--- src/rtl/mips16_ctrl_pkg.sv ---
// Shared definitions for the mips16 multicycle controller: state encoding,
// opcode constants and the datapath select encodings used by the muxes.
package mips16_ctrl_pkg;

  typedef enum logic [3:0] {
    FETCH    = 4'd0,
    DECODE   = 4'd1,
    EXEC_R   = 4'd2,
    R_WB     = 4'd3,
    EXEC_I   = 4'd4,
    I_WB     = 4'd5,
    MEM_ADDR = 4'd6,
    MEM_RD   = 4'd7,
    MEM_WB   = 4'd8,
    MEM_WR   = 4'd9,
    BRANCH   = 4'd10,
    JUMP     = 4'd11,
    HALT     = 4'd12
  } state_t;

  localparam logic [3:0] OP_RTYPE = 4'b0000;
  localparam logic [3:0] OP_ADDI  = 4'b0010;
  localparam logic [3:0] OP_LW    = 4'b0100;
  localparam logic [3:0] OP_SW    = 4'b0101;
  localparam logic [3:0] OP_BEQ   = 4'b0110;
  localparam logic [3:0] OP_J     = 4'b0111;
  localparam logic [3:0] OP_HALT  = 4'b1111;

  localparam logic [1:0] ORIGB_B       = 2'b00;
  localparam logic [1:0] ORIGB_ONE     = 2'b01;
  localparam logic [1:0] ORIGB_IMM     = 2'b10;
  localparam logic [1:0] ORIGB_IMM_SH2 = 2'b11;

  localparam logic [1:0] ALU_ADD   = 2'b00;
  localparam logic [1:0] ALU_SUB   = 2'b01;
  localparam logic [1:0] ALU_FUNCT = 2'b10;

  localparam logic [1:0] PCSRC_ALU    = 2'b00;
  localparam logic [1:0] PCSRC_ALUOUT = 2'b01;
  localparam logic [1:0] PCSRC_JUMP   = 2'b10;

  typedef struct packed {
    logic       origa;
    logic [1:0] origb;
    logic [1:0] aluop;
    logic       pcwrite;
    logic       pcwritecond;
    logic       irwrite;
    logic       memread;
    logic       memwrite;
    logic       iord;
    logic       regwrite;
    logic       regdst;
    logic       memtoreg;
    logic [1:0] pcsource;
    logic       halted;
  } ctrl_t;

  function automatic logic opcode_legal(input logic [3:0] op);
    case (op)
      OP_RTYPE, OP_ADDI, OP_LW, OP_SW, OP_BEQ, OP_J, OP_HALT: opcode_legal = 1'b1;
      default:                                                 opcode_legal = 1'b0;
    endcase
  endfunction

endpackage

--- src/rtl/control_decode.sv ---
// Purely combinational state -> control-word decoder for the multicycle
// controller (Moore outputs; wait gating and Illegal are added by the top).
module control_decode
  import mips16_ctrl_pkg::*;
(
  input  state_t state,
  output ctrl_t  ctrl
);

  always_comb begin
    ctrl = '0;
    case (state)
      FETCH: begin
        ctrl.memread  = 1'b1;
        ctrl.irwrite  = 1'b1;
        ctrl.pcwrite  = 1'b1;
        ctrl.origa    = 1'b0;
        ctrl.origb    = ORIGB_ONE;
        ctrl.aluop    = ALU_ADD;
        ctrl.pcsource = PCSRC_ALU;
      end
      DECODE: begin
        // Speculative branch target into ALUOut while the opcode is examined
        ctrl.origa = 1'b0;
        ctrl.origb = ORIGB_IMM_SH2;
        ctrl.aluop = ALU_ADD;
      end
      EXEC_R: begin
        ctrl.origa = 1'b1;
        ctrl.origb = ORIGB_B;
        ctrl.aluop = ALU_FUNCT;
      end
      R_WB: begin
        ctrl.regwrite = 1'b1;
        ctrl.regdst   = 1'b1;
      end
      EXEC_I, MEM_ADDR: begin
        ctrl.origa = 1'b1;
        ctrl.origb = ORIGB_IMM;
        ctrl.aluop = ALU_ADD;
      end
      I_WB: begin
        ctrl.regwrite = 1'b1;
      end
      MEM_RD: begin
        ctrl.memread = 1'b1;
        ctrl.iord    = 1'b1;
      end
      MEM_WB: begin
        ctrl.regwrite = 1'b1;
        ctrl.memtoreg = 1'b1;
      end
      MEM_WR: begin
        ctrl.memwrite = 1'b1;
        ctrl.iord     = 1'b1;
      end
      BRANCH: begin
        ctrl.origa       = 1'b1;
        ctrl.origb       = ORIGB_B;
        ctrl.aluop       = ALU_SUB;
        ctrl.pcwritecond = 1'b1;
        ctrl.pcsource    = PCSRC_ALUOUT;
      end
      JUMP: begin
        ctrl.pcwrite  = 1'b1;
        ctrl.pcsource = PCSRC_JUMP;
      end
      HALT: begin
        ctrl.halted = 1'b1;
      end
      default: ctrl = '0;
    endcase
  end

endmodule

--- src/rtl/multicycle_control.sv ---
// Moore FSM sequencing the 16-bit multicycle datapath. Define MEM_WAIT_EN to
// stretch FETCH/MEM_RD/MEM_WR until MemReady; otherwise MemReady is ignored.
module multicycle_control
  import mips16_ctrl_pkg::*;
(
  input  logic       clock,
  input  logic       reset,
  input  logic [3:0] opcode,
  input  logic       MemReady,
  output logic       OrigAALU,
  output logic [1:0] OrigBALU,
  output logic [1:0] ALUOp,
  output logic       PCWrite,
  output logic       PCWriteCond,
  output logic       IRWrite,
  output logic       MemRead,
  output logic       MemWrite,
  output logic       IorD,
  output logic       RegWrite,
  output logic       RegDst,
  output logic       MemToReg,
  output logic [1:0] PCSource,
  output logic       Halted,
  output logic       Illegal
);

  state_t state;
  state_t state_nxt;
  logic   is_store;
  logic   mem_go;
  ctrl_t  ctrl;

`ifdef MEM_WAIT_EN
  assign mem_go = MemReady;
`else
  // Memory always completes in one cycle; the OR keeps the port consumed
  assign mem_go = MemReady | 1'b1;
`endif

  always_ff @(posedge clock) begin
    if (reset) state <= FETCH;
    else       state <= state_nxt;
  end

  // lw/sw distinction is captured in DECODE since opcode is only valid there
  always_ff @(posedge clock) begin
    if (state == DECODE) is_store <= (opcode == OP_SW);
  end

  always_comb begin
    state_nxt = FETCH;
    case (state)
      FETCH:  state_nxt = mem_go ? DECODE : FETCH;
      DECODE: begin
        case (opcode)
          OP_RTYPE:     state_nxt = EXEC_R;
          OP_ADDI:      state_nxt = EXEC_I;
          OP_LW, OP_SW: state_nxt = MEM_ADDR;
          OP_BEQ:       state_nxt = BRANCH;
          OP_J:         state_nxt = JUMP;
          OP_HALT:      state_nxt = HALT;
          default:      state_nxt = FETCH;
        endcase
      end
      EXEC_R:   state_nxt = R_WB;
      EXEC_I:   state_nxt = I_WB;
      MEM_ADDR: state_nxt = is_store ? MEM_WR : MEM_RD;
      MEM_RD:   state_nxt = mem_go ? MEM_WB : MEM_RD;
      MEM_WR:   state_nxt = mem_go ? FETCH : MEM_WR;
      HALT:     state_nxt = HALT;
      default:  state_nxt = FETCH;
    endcase
  end

  control_decode u_decode (
    .state (state),
    .ctrl  (ctrl)
  );

  // Instruction register and PC only update when the fetch actually returns
  assign IRWrite     = ctrl.irwrite & mem_go;
  assign PCWrite     = ctrl.pcwrite & (mem_go | (state != FETCH));
  assign OrigAALU    = ctrl.origa;
  assign OrigBALU    = ctrl.origb;
  assign ALUOp       = ctrl.aluop;
  assign PCWriteCond = ctrl.pcwritecond;
  assign MemRead     = ctrl.memread;
  assign MemWrite    = ctrl.memwrite;
  assign IorD        = ctrl.iord;
  assign RegWrite    = ctrl.regwrite;
  assign RegDst      = ctrl.regdst;
  assign MemToReg    = ctrl.memtoreg;
  assign PCSource    = ctrl.pcsource;
  assign Halted      = ctrl.halted;
  assign Illegal     = (state == DECODE) && !opcode_legal(opcode);

endmodule

--- config.mk ---
export PLATFORM = sky130hd
export DESIGN_NAME = multicycle_control
export DESIGN_NICKNAME = d
export VERILOG_FILES = /design/src/rtl/mips16_ctrl_pkg.sv /design/src/rtl/control_decode.sv /design/src/rtl/multicycle_control.sv
export SDC_FILE = /design/constraint.sdc
export NUM_CORES = 1
export LEC_CHECK = 0
export CELL_PAD_IN_SITES_DETAIL_PLACEMENT = 1
export CELL_PAD_IN_SITES_GLOBAL_PLACEMENT = 1
export CORE_MARGIN = 4
export CORE_UTILIZATION = 23
export DETAILED_ROUTE_END_ITERATION = 10
export GPL_ROUTABILITY_DRIVEN = 0
export GPL_TIMING_DRIVEN = 1
export PLACE_DENSITY = 0.82
export SETUP_SLACK_MARGIN = 0.4
export SYNTH_ARGS = -nofsm -noshare
export SYNTH_HDL_FRONTEND = slang
export SYNTH_SLANG_ARGS = --single-unit
--- constraint.sdc ---
create_clock -name clock -period 1 [get_ports clock]
set_input_delay 0.1 -clock clock [delete_from_list [all_inputs] [get_ports clock]]
set_output_delay 0.1 -clock clock [all_outputs]
set_load 0.05 [all_outputs]
==> out/results.tsv <==
stage	metric	value	unit
timing	timing.final.hold_violations	0	
clock_tree	clockRootBuffer	clkbuf_4	
global_route	grt_pass1_vias	860	
yosys	synth.avg_cell_area	6.88	um^2
yosys	synth_cells	76	
yosys	yosysTopAreaCell	dfxtp_1	
yosys	ys_seq_area_share	21.1	%
timing	rsz0062_at_grt	true	
yosys	synthTopCellsByArea	dfxtp_1 (15%), a21oi_1 (6.7%), nor2_1 (6.5%)	
timing	setup_viol	23	
pwr	ir_worst_vdd	0.688	mV
timing	finalCriticalPeriod	1520	ps
placed_design	dp_slack	-422	ps
detailed_routing	post-route-drc-count	0	
yosys	ys.flop_type	dfxtp_1	
detailed_routing	routedWlPerCell	20.8	um
global_route	grt_pass1_wl	4260	um
yosys	synth_edf_count	1	
detailed_routing	drt_iter0_drc	12	
outcome	status	finished, violations left	
outcome	violations	setup timing	
yosys	synth-compound-area-share	21.1	%
timing	report.final.slew_viol_count	0	
placed_design	port_buffers	23	
detailed_routing	via_per_inst	5.07	
worst_setup_path	required	900	ps
yosys	synth_cell_types	28	
finish	n_fill_cell	208	
finish	area_growth	206	%
yosys	yosys_warnings	0	
worst_setup_path	critPathKind	reg2out	
yosys	synth_nets	83	
die	num_rows	17	
global_route	grt_usage	17.5	%
yosys	synth_top_family_by_area	simple AND/OR/NAND/NOR gates	
die	die_y	55.7	um
clock_tree	clkTransAtPathRegs	60	ps
yosys	synth_top_area_share	15.3	%
clock_tree	cts_tree	built	
timing	slew_headroom	77.4	%
die	core_area	2190	um^2
detailed_routing	routed_wl	3420	um
global_route	antenna_found_initial	0	
clock_tree	clk_latency	250	ps
die	fp.dieW	55.7	um
finish	drive_gt1_share	81.6	%
clock_tree	htree_num_levels	1	
detailed_routing	ant_nets	0	
yosys	synth-async-reset-ratio	0	%
yosys	yosys.area_share.simple	44.7	%
placed_design	dp_hpwl	1780	um
worst_setup_path	cp.arrival	1420	ps
yosys	synthAdderAreaFrac	0	%
placed_design	postPlaceCellArea	1210	um^2
yosys	yosysMostFrequentCell	nor2_1	
die	start_util	23.9	%
detailed_routing	vias	832	
yosys	muxShareOfSynthArea	0	%
yosys	synth-xor-area-share	1.67	%
worst_setup_path	critPathMaxFanout	5	
timing	clock_skew	13.0	ps
yosys	ys_top_cells_by_count	nor2_1 (9), nand2_1 (8), a21oi_1 (7), buf_2 (6)	
pwr	powerDensity	894	nW/um^2
yosys	synth_seq_cells	5	
pwr	leakage	0.640	nW
timing	fmax	0.658	GHz
worst_setup_path	path_delay_family	simple AND/OR/NAND/NOR gates	
finish	n_antenna_cell	0	
worst_setup_path	cp-start-kind	flip-flop	
min_path	hold_class	in2reg	
finish	nets	144	
finish	fin_area	1600	um^2
die	ios	25	
clock_tree	ctsHoldBuffers	0	
worst_setup_path	worst-path-buf-inv	2	
worst_setup_path	cpMaxStageDelayCell	dfxtp_4	
yosys	syn_area	523	um^2
timing	fin_ws	-519	ps
die	dieArea	3100	um^2
clock_tree	cts_buffers	3	
timing	worst_pin_slew	339	ps
timing	finalCritPeriodShare	152	%
clock_tree	clock-sinks	5	
clock_tree	clockBufferDepth	2	
timing	holdWs	310	ps
detailed_routing	first_pass_iters	3	
worst_setup_path	slowest_delay	380	ps
global_route	grt_max_degree	13	
global_route	grt-ovfl-total	0	
job	cap_violations	0	
worst_setup_path	cp_cell_sequence	buf_6, nor4b_4, nor2b_4, buf_12	
worst_setup_path	endpoint_kind	output pin	
==> cells by family after synthesis <==
kind of cell | Yosys count
flip-flops | 5
AND/OR/NAND/NOR | 42
buffers and inverters | 10
AO/OA/AOI/OAI | 18
XOR/XNOR | 1
==> layout by cell type, fill, tap and decap left out, types with 2 or more instances in the layout <==
| cell type | Yosys | layout |
|---|---|---|
| a211oi_2 | 0 | 2 |
| a21oi_1 | 7 | 2 |
| a21oi_2 | 0 | 2 |
| a21oi_4 | 0 | 3 |
| buf_12 | 0 | 11 |
| buf_2 | 6 | 2 |
| buf_4 | 2 | 23 |
| buf_6 | 1 | 21 |
| buf_8 | 0 | 5 |
| clkbuf_4 | 0 | 3 |
| dfxtp_4 | 0 | 4 |
| nand2_1 | 8 | 3 |
| nand2_2 | 0 | 3 |
| nand2_4 | 0 | 2 |
| nand2b_4 | 0 | 3 |
| nand3_1 | 4 | 3 |
| nor2_1 | 9 | 3 |
| nor2_4 | 0 | 6 |
| nor2b_4 | 0 | 3 |
| nor3_4 | 0 | 3 |
| nor3b_1 | 2 | 2 |
| o21ai_0 | 3 | 2 |
| or3_4 | 0 | 2 |
==> final timing paths <==
kind,startpoint,slack [ps],depth (start not counted),end
setup / recovery,state[2]$_SDFF_PP0_,-520,4,Illegal
hold / removal,opcode[3],310,4,state[0]$_SDFF_PP0_
setup reg to reg,state[3]$_SDFF_PP0_,-420,5,state[3]$_SDFF_PP0_
hold reg to reg,state[1]$_SDFF_PP0_,700,3,state[2]$_SDFF_PP0_
==> layer usage <==
| metal | vias to the layer above | wire length (um) | GRT usage [%] |
|---|---|---|---|
| li1 | 386 | - | - |
| met1 | 420 | 1320 | 18.5 |
| met4 | 0 | 60 | 5.90 |
| met5 | - | 0 | 0 |
| met2 | 22 | 1960 | 34.5 |
| met3 | 4 | 81 | 2.78 |
==> area by class of cell <==
cell class / count / area [um^2] / area share (%)
sequential: 5 / 125 / 7.83
inverter: 1 / 3.75 / 0.235
timing repair buffer: 65 / 743 / 46.5
clock buffer: 4 / 26.3 / 1.64
multi-input combinational: 61 / 664 / 41.6
tap: 28 / 35.0 / 2.19
==> tightest hold or removal path: stages <==
cell and delay [ps]:
buf_2 140, nor2b_4 50, nand4_1 140, a211oi_2 90
==> where the power goes <==
group / switching [mW] / total (mW) / internal (mW)
registers: 0.0362 / 0.254 / 0.218
logic: 0.467 / 0.924 / 0.457
clock network: 0.0986 / 0.251 / 0.152
==> state kept, by name, summed over array words and instances, names as in the netlist <==
register,count
is_store,1
state,4
==> per-stage QoR <==
step	power [mW]	utilization [%]	TNS [ps]	instances
after floorplan	0.702	-	-4170	76
after global placement	0.990	55.1	-5180	145
after detailed placement	1.01	55.1	-6190	145
after CTS	1.33	64.6	-9540	158
after global routing	1.50	72.9	-10780	164
final	1.43	72.9	-9620	164
==> timing repair <==
item	in CTS	in global routing
pin swaps	15	18
resized for setup	42	33
buffers inserted	9	6
endpoints found under the hold margin	0	0
setup endpoints to repair	24	24
Power figures use the tool's default switching activity.
